### src/rtl/cpu_pipeline_v2_core.sv
// Five-stage RV32I integer pipeline (IF/ID/EX/MEM/WB) with forwarding, load-use stall and branch flush.
// Fetch and data ports are word-wide with same-cycle read data.
module cpu_pipeline_v2_core #(
  parameter int ADDR_WIDTH          = 32,
  parameter int DATA_WIDTH          = 32,
  parameter int REG_FILE_ADDR_WIDTH = 5
) (
  input  logic                  sys_clk,
  input  logic                  sys_rst_n,
  input  logic [DATA_WIDTH-1:0] pfm_rd_instr,
  input  logic [DATA_WIDTH-1:0] dfm_rd_data,
  output logic [ADDR_WIDTH-1:0] pfm_req_addr,
  output logic [ADDR_WIDTH-1:0] dfm_req_addr,
  output logic                  dfm_wr_en,
  output logic [DATA_WIDTH-1:0] dfm_wr_data
);
  localparam int NREGS = 1 << REG_FILE_ADDR_WIDTH;
  typedef logic [REG_FILE_ADDR_WIDTH-1:0] ridx_t;
  typedef logic [DATA_WIDTH-1:0]          word_t;
  typedef logic [ADDR_WIDTH-1:0]          addr_t;

  typedef enum logic [6:0] {
    OP_LUI    = 7'b0110111,
    OP_AUIPC  = 7'b0010111,
    OP_JAL    = 7'b1101111,
    OP_JALR   = 7'b1100111,
    OP_BRANCH = 7'b1100011,
    OP_LOAD   = 7'b0000011,
    OP_STORE  = 7'b0100011,
    OP_IMM    = 7'b0010011,
    OP_REG    = 7'b0110011
  } opcode_e;

  word_t regs_q [NREGS];
  addr_t pc_q;
  logic  ifid_valid_q, idex_valid_q;
  addr_t ifid_pc_q, idex_pc_q;
  word_t ifid_instr_q, idex_instr_q, idex_rv1_q, idex_rv2_q;
  logic  exmem_wb_q, exmem_load_q, exmem_store_q, memwb_wb_q;
  ridx_t exmem_rd_q, memwb_rd_q;
  word_t exmem_res_q, exmem_sd_q, memwb_data_q;

  // ID stage: operand read with WB write-through, load-use detection
  logic [6:0] id_op;
  ridx_t      id_rs1, id_rs2;
  logic       id_use_rs1, id_use_rs2, stall;
  word_t      id_rv1, id_rv2;

  // EX stage
  logic [6:0] ex_op;
  logic [2:0] ex_f3;
  logic       ex_alt, ex_wb, ex_load, ex_store, ex_taken, ex_cond;
  ridx_t      ex_rs1, ex_rs2, ex_rd;
  word_t      imm_i, imm_s, imm_b, imm_u, imm_j;
  word_t      op_a, op_b, alu_b, alu_res, ex_res;
  addr_t      ex_target;
  word_t      mem_data;

  always_comb begin
    ex_op   = idex_instr_q[6:0];
    ex_f3   = idex_instr_q[14:12];
    ex_alt  = idex_instr_q[30];
    ex_rd   = idex_instr_q[11:7];
    ex_rs1  = idex_instr_q[19:15];
    ex_rs2  = idex_instr_q[24:20];
    imm_i   = {{20{idex_instr_q[31]}}, idex_instr_q[31:20]};
    imm_s   = {{20{idex_instr_q[31]}}, idex_instr_q[31:25], idex_instr_q[11:7]};
    imm_b   = {{19{idex_instr_q[31]}}, idex_instr_q[31], idex_instr_q[7],
               idex_instr_q[30:25], idex_instr_q[11:8], 1'b0};
    imm_u   = {idex_instr_q[31:12], 12'h000};
    imm_j   = {{11{idex_instr_q[31]}}, idex_instr_q[31], idex_instr_q[19:12],
               idex_instr_q[20], idex_instr_q[30:21], 1'b0};

    // EX/MEM wins over MEM/WB; loads in EX/MEM never forward because the stall covers them
    if (exmem_wb_q && !exmem_load_q && exmem_rd_q == ex_rs1)  op_a = exmem_res_q;
    else if (memwb_wb_q && memwb_rd_q == ex_rs1)              op_a = memwb_data_q;
    else                                                      op_a = idex_rv1_q;
    if (exmem_wb_q && !exmem_load_q && exmem_rd_q == ex_rs2)  op_b = exmem_res_q;
    else if (memwb_wb_q && memwb_rd_q == ex_rs2)              op_b = memwb_data_q;
    else                                                      op_b = idex_rv2_q;

    alu_b = (ex_op == OP_REG) ? op_b : imm_i;
    unique case (ex_f3)
      3'b000:  alu_res = (ex_op == OP_REG && ex_alt) ? op_a - alu_b : op_a + alu_b;
      3'b001:  alu_res = op_a << alu_b[4:0];
      3'b010:  alu_res = word_t'($signed(op_a) < $signed(alu_b));
      3'b011:  alu_res = word_t'(op_a < alu_b);
      3'b100:  alu_res = op_a ^ alu_b;
      3'b101:  alu_res = ex_alt ? word_t'($signed(op_a) >>> alu_b[4:0]) : op_a >> alu_b[4:0];
      3'b110:  alu_res = op_a | alu_b;
      default: alu_res = op_a & alu_b;
    endcase

    unique case (ex_f3)
      3'b000:  ex_cond = (op_a == op_b);
      3'b001:  ex_cond = (op_a != op_b);
      3'b100:  ex_cond = ($signed(op_a) < $signed(op_b));
      3'b101:  ex_cond = ($signed(op_a) >= $signed(op_b));
      3'b110:  ex_cond = (op_a < op_b);
      3'b111:  ex_cond = (op_a >= op_b);
      default: ex_cond = 1'b0;
    endcase

    ex_wb     = 1'b0;
    ex_load   = 1'b0;
    ex_store  = 1'b0;
    ex_taken  = 1'b0;
    ex_res    = alu_res;
    ex_target = idex_pc_q + imm_b;
    if (idex_valid_q) begin
      case (ex_op)
        OP_LUI:    begin ex_wb = 1'b1; ex_res = imm_u; end
        OP_AUIPC:  begin ex_wb = 1'b1; ex_res = idex_pc_q + imm_u; end
        OP_JAL:    begin
          ex_wb = 1'b1; ex_res = idex_pc_q + 4; ex_taken = 1'b1; ex_target = idex_pc_q + imm_j;
        end
        OP_JALR:   begin
          ex_wb = 1'b1; ex_res = idex_pc_q + 4; ex_taken = 1'b1;
          ex_target = (op_a + imm_i) & ~word_t'(1);
        end
        OP_BRANCH: ex_taken = ex_cond;
        OP_LOAD:   if (ex_f3 == 3'b010) begin
          ex_wb = 1'b1; ex_load = 1'b1; ex_res = op_a + imm_i;
        end
        OP_STORE:  if (ex_f3 == 3'b010) begin
          ex_store = 1'b1; ex_res = op_a + imm_s;
        end
        OP_IMM, OP_REG: ex_wb = 1'b1;
        default: ;
      endcase
    end
    if (ex_rd == '0) begin
      ex_wb   = 1'b0;
      ex_load = 1'b0;
    end
  end

  always_comb begin
    id_op      = ifid_instr_q[6:0];
    id_rs1     = ifid_instr_q[19:15];
    id_rs2     = ifid_instr_q[24:20];
    id_use_rs1 = id_op inside {OP_JALR, OP_BRANCH, OP_LOAD, OP_STORE, OP_IMM, OP_REG};
    id_use_rs2 = id_op inside {OP_BRANCH, OP_STORE, OP_REG};
    stall      = ifid_valid_q && ex_load &&
                 ((id_use_rs1 && id_rs1 == ex_rd) || (id_use_rs2 && id_rs2 == ex_rd));
    if (id_rs1 == '0)                                 id_rv1 = '0;
    else if (memwb_wb_q && memwb_rd_q == id_rs1)      id_rv1 = memwb_data_q;
    else                                              id_rv1 = regs_q[id_rs1];
    if (id_rs2 == '0)                                 id_rv2 = '0;
    else if (memwb_wb_q && memwb_rd_q == id_rs2)      id_rv2 = memwb_data_q;
    else                                              id_rv2 = regs_q[id_rs2];
    mem_data = exmem_load_q ? dfm_rd_data : exmem_res_q;
  end

  // Flush takes precedence over stall: a taken jump discards the stalled successor anyway
  always_ff @(posedge sys_clk or posedge sys_rst_n) begin
    if (sys_rst_n) begin
      pc_q          <= '0;
      ifid_valid_q  <= 1'b0;
      ifid_pc_q     <= '0;
      ifid_instr_q  <= '0;
      idex_valid_q  <= 1'b0;
      idex_pc_q     <= '0;
      idex_instr_q  <= '0;
      idex_rv1_q    <= '0;
      idex_rv2_q    <= '0;
      exmem_wb_q    <= 1'b0;
      exmem_load_q  <= 1'b0;
      exmem_store_q <= 1'b0;
      exmem_rd_q    <= '0;
      exmem_res_q   <= '0;
      exmem_sd_q    <= '0;
      memwb_wb_q    <= 1'b0;
      memwb_rd_q    <= '0;
      memwb_data_q  <= '0;
    end else begin
      if (ex_taken)    pc_q <= ex_target;
      else if (!stall) pc_q <= pc_q + 4;

      if (ex_taken) begin
        ifid_valid_q <= 1'b0;
      end else if (!stall) begin
        ifid_valid_q <= 1'b1;
        ifid_pc_q    <= pc_q;
        ifid_instr_q <= pfm_rd_instr;
      end

      if (ex_taken || stall) begin
        idex_valid_q <= 1'b0;
      end else begin
        idex_valid_q <= ifid_valid_q;
        idex_pc_q    <= ifid_pc_q;
        idex_instr_q <= ifid_instr_q;
        idex_rv1_q   <= id_rv1;
        idex_rv2_q   <= id_rv2;
      end

      exmem_wb_q    <= ex_wb;
      exmem_load_q  <= ex_load;
      exmem_store_q <= ex_store;
      exmem_rd_q    <= ex_rd;
      exmem_res_q   <= ex_res;
      exmem_sd_q    <= op_b;

      memwb_wb_q    <= exmem_wb_q;
      memwb_rd_q    <= exmem_rd_q;
      memwb_data_q  <= mem_data;
    end
  end

  always_ff @(posedge sys_clk or posedge sys_rst_n) begin
    if (sys_rst_n) begin
      for (int unsigned i = 0; i < NREGS; i++) regs_q[i] <= '0;
    end else if (memwb_wb_q) begin
      regs_q[memwb_rd_q] <= memwb_data_q;
    end
  end

  assign pfm_req_addr = pc_q;
  assign dfm_req_addr = exmem_res_q;
  assign dfm_wr_en    = exmem_store_q;
  assign dfm_wr_data  = exmem_sd_q;
endmodule

### config.mk
export PLATFORM = sky130hd
export DESIGN_NAME = cpu_pipeline_v2_core
export DESIGN_NICKNAME = d
export VERILOG_FILES = /design/src/rtl/cpu_pipeline_v2_core.sv
export SDC_FILE = /design/constraint.sdc
export NUM_CORES = 2
export LEC_CHECK = 0
export ABC_AREA = 1
export BUFFER_PORTS_ARGS = -buffer_cell sky130_fd_sc_hd__buf_2
export CAP_MARGIN = 20
export CORE_AREA = 2 2 473 475
export DETAILED_ROUTE_END_ITERATION = 12
export DIE_AREA = 0 0 475 477
export PLACE_DENSITY = 0.58
export SYNTH_ARGS = -nofsm -noshare
export SYNTH_HDL_FRONTEND = slang
export SYNTH_SLANG_ARGS = --single-unit
### constraint.sdc
create_clock -name sys_clk -period 59.3 [get_ports sys_clk]
set_input_delay 11.86 -clock sys_clk [delete_from_list [all_inputs] [get_ports sys_clk]]
set_output_delay 11.86 -clock sys_clk [all_outputs]
set_load 0.01 [all_outputs]
-- Word level (Yosys, flattened, before mapping)
Cells that the tools add are included.
- input bits: 66
- logic and storage cells: 183
- output and inout port bits: 97
- register bits: 1360
- shift-type cells: 3
- magnitude comparators: 10
- bitwise gates (word level): 8
- $add $sub $neg: 9
- mux-type cells: 45
- equality and inequality tests: 33
- reductions and logical operators: 25
- operators by type and width (kind ; count):
    1024-bit bitwise mux ; 1
    32-bit 2-to-1 mux ; 23
    32-bit binary-select mux with 5-bit select ; 2
    32-bit case mux with 7 select lines ; 1
    32-bit adder ; 6
    32-bit demux with 5-bit select ; 1
    32-bit case mux with 5 select lines ; 1
    32-bit < comparator ; 4
    32-bit by 3-bit adder with 32-bit output (second input constant) ; 2
    32-bit greater-or-equal comparator ; 2
    32-bit case mux with 2 select lines ; 1
    5-bit == test ; 8
    7-bit by 6-bit == test with 1-bit output (second input constant) ; 5
    7-bit == test (second input constant) ; 5
    32-bit AND ; 1
    32-bit == test ; 1
    32-bit != test ; 1
    32-bit OR ; 1
    32-bit by 5-bit left shift with 32-bit output ; 1
    32-bit by 5-bit >> shifter with 32-bit output ; 1
    32-bit by 5-bit >>> shifter with 32-bit output ; 1
    32-bit subtractor ; 1
    32-bit XOR ; 1
    7-bit by 5-bit == test with 1-bit output (second input constant) ; 3
    other kinds (22) ; 59

-- Depth between registers and ports, before layout
- depth in word-level cells: 11
- depth in mapped cells: 37

-- Worst setup path before layout
Ideal clock, no wire load.
- path type: reg-to-output
- from: register pc_q[28] (netlist: pfm_req_addr[28])
- to: output port pfm_req_addr[28]
- path buffers: 0
- slack: 46.992 ns
- arrival time: 0.448 ns
- cell stages (with the launch flop): 1
- cells stage by stage: dfrtp_1
- RTL lines (element ; line ; RTL):
    from (decl) ; 35 ; addr_t pc_q;
    from (signal assigned) ; 177 ; if (ex_taken) pc_q <= ex_target;
    from (signal assigned) ; 178 ; else if (!stall) pc_q <= pc_q + 4;
    to (decl) ; 12 ; output logic [ADDR_WIDTH-1:0] pfm_req_addr,
No word-level cell between the ends.

==> run summary <==
Run status: complete, no violations
DIE HEIGHT: 477 µm
Die Wd: 475 µm
Maxcap violations: 0
Final setup fails: 0
Drt pass-1 iters: 8
Util after Layout: 0.436
Bufs on Longest Clock Path: 3
Tmin final: 15.32 ns
Setup TNS: 0 ns
Vias in the first global route: 85.9k
Hpwl dp: 288 mm
Hold_sp: exmem_wb_q$_DFF_PP0_
Post_cts resized: 0
Wirelength per Cell: 28.4 µm
Synth Area per Inst: 6.97 µm²
CTS tree: built
Post-synth EDFFs: 0
Fill count: 22.8k
Total grt overflow: 0
Register area share after synthesis: 0.386
DRC viols: 0
Asr flop ratio synth: 1.00
Initial antenna violation count: 31
CTS Sinks: 1360
Relative slew slack: 0.133
Register area: 34100 µm²
Crit path launch: sys_rst_n
Post-synthesis register bit count: 1360
First-pass GRT wire length: 621 mm
Die area: 227000 µm²
Synth cell types: 70
Ratio of cells with drive above 1 in the final layout: 0.0674
# rows: 173
Clk Tree Root Cell: clkbuf_16
Synth area leader: dfrtp_1
Yosys warnings: 0
Area grow syn2layout: 9.52%
Synthesized area: 88200 µm²
Cts bufs inserted: 159
Final hold violation count: 0
Most frequent cell after synthesis: nand2_1
Hold buffers post-CTS: 0
Min-Delay Path Class: flip-flop to flip-flop
Core area: 221000 µm²
Postcts setup bufs: 0
CP Max Fanout: 184
Final Max Slew Viols: 0
Mapped Cells: 12.7k
RSZ-0062 raised after global routing: no
Area of the multi-input gates: 47000 µm²
Vias/cell: 6.12
Vias: 93.9k
Pwr per Cell Area: 34.8 nW/µm²
Worst-Margin Slew: 1.29 ns
Peak VDD IR: 33.8 µV
Layout Nets: 12.5k
Gr usage total: 0.374
Share of the synthesized area in the top cell type: 0.386
Syn nets: 13.0k
Fmax: 65.3 MHz
H-tree depth: 4
Iter 0 DRT Violations: 14.9k
Routability-driven placement congestion ratio: 1.08
Initial Util: 0.398
I/O Buffers: 162
Final WL: 436 mm
Critical Path Start Type: primary input
Final period utilization: 0.258
Setup crit end kind: async pin
Clock Skew: 0.0903 ns
Setup Crit Path Kind: primary input to async pin
Largest net degree at the start of global routing: 199
Worst reg2reg path startpoint: exmem_load_q$_DFF_PP0_
Reg clk slew, reported paths: 0.07 ns
Antenna viol nets, final: 0
Skew-Pair Late Insertion Delay: 0.88 ns
Top cells by count, synth: nand2_1, o21ai_0, dfrtp_1
I/O pin count: 163
Post-synth top flop: dfrtp_1
Leak: 43.4 nW
Required time worst endpoint: 60.12 ns
CP arrival: 16.14 ns
Top cells by area, synth: dfrtp_1, o21ai_0, nand2_1, a21oi_1, inv_1
==> layout make-up <==
class,count,share of cell area
timing repair buffer,369,0.0273
multi-input combinational,9366,0.486
tap,2975,0.0385
sequential,1360,0.353
inverter,981,0.0385
clock buffer,229,0.0476
antenna,8,0.000207
clock inverter,62,0.00873
==> cells by family (layout without fill, tap and decap cells) <==
logic type	count (synthesis)	in the layout	synth area share
AND/OR/NAND/NOR	4793	4793	0.222
AO/OA/AOI/OAI	4225	4225	0.262
buffers and inverters	1936	1641	0.0853
flip-flops	1360	1360	0.386
adder cells (fa/ha/maj)	229	229	0.0331
XOR/XNOR	118	118	0.0117
multiplexers	1	1	0.000113
other	0	8	0
==> critical path, cell delays in order <==
cell and delay (ns):
buf_2 0.13, inv_8 0.48, buf_12 0.62, buf_4 0.86, buf_12 0.55, buf_4 0.89
==> where the power goes <==
group,switching [mW],internal (mW)
combinational,0.867,0.309
clock,0.444,0.589
sequential,0.126,1.03
==> per-stage QoR <==
stage,instances,setup slack (ns),power [mW],instance area (µm²),hold slack (ns)
5_1_grt,15342,43.38,3.50,96600,0.432
6_report,15350,43.98,3.36,96600,0.423
3_5_place_dp,15038,42.84,2.29,90900,0.409
4_1_cts,15329,43.74,3.32,96300,0.424
3_3_place_gp,15037,42.91,2.28,90900,0.399
2_1_floorplan,12662,9.10,1.79,88200,0.375
==> worst paths after layout <==
path / endpoint / slack (ns) / cells past startpoint
max in group sys_clk: pfm_req_addr[28] / 45.90 / 1
max reg2reg: ifid_instr_q[18]$_DFFE_PP0P_ / 50.52 / 27
min: memwb_wb_q$_DFF_PP0_ / 0.42 / 0
min reg2reg: memwb_wb_q$_DFF_PP0_ / 0.42 / 0
max: regs_q[11]$_DFFE_PP0P_ / 43.98 / 6
min in group asynchronous: idex_pc_q[18]$_DFFE_PP0N_ / 11.12 / 2
==> cell usage in the layout, fill, tap and decap left out, drive strengths merged, types with 4 or more instances in the layout <==
master and instances:
o21a 16, o211ai 358, nand4 83, o32ai 13, a32o 7, a21oi 868, nor3b 4, clkbuf 230
o31ai 10, xnor2 22, a31oi 30, inv 976, xor2 96, ha 222, buf 368, dfrtp 1360
a22oi 5, o22ai 140, fa 7, nor4 18, nand3 702, o221ai 25, or2 55, a221oi 25
o41ai 4, clkinv 55, nor2 740, a21boi 5, bufinv 10, nand3b 8, nand2 3106, o2111ai 36
o21ai 2611, o21bai 16, a21o 13, o311ai 4, nor3 73, diode 8, a211oi 21
==> layer usage <==
layer,vias up,share of wire,track usage
met5,-,0.00019,0
met1,45117,0.41,0.519
met2,5728,0.41,0.538
met3,1208,0.11,0.0826
li1,41839,-,-
met4,12,0.066,0.205
==> state kept, by name, indices dropped and copies added, names as in the netlist, 5 cells and up <==
signal        count
dfm_req_addr     32
dfm_wr_data      32
exmem_rd_q        5
idex_instr_q     32
idex_pc_q        32
idex_rv1_q       32
idex_rv2_q       32
ifid_instr_q     32
ifid_pc_q        32
memwb_data_q     32
memwb_rd_q        5
pfm_req_addr     32
regs_q         1024
Note: power is estimated with default switching activity, not from simulation.
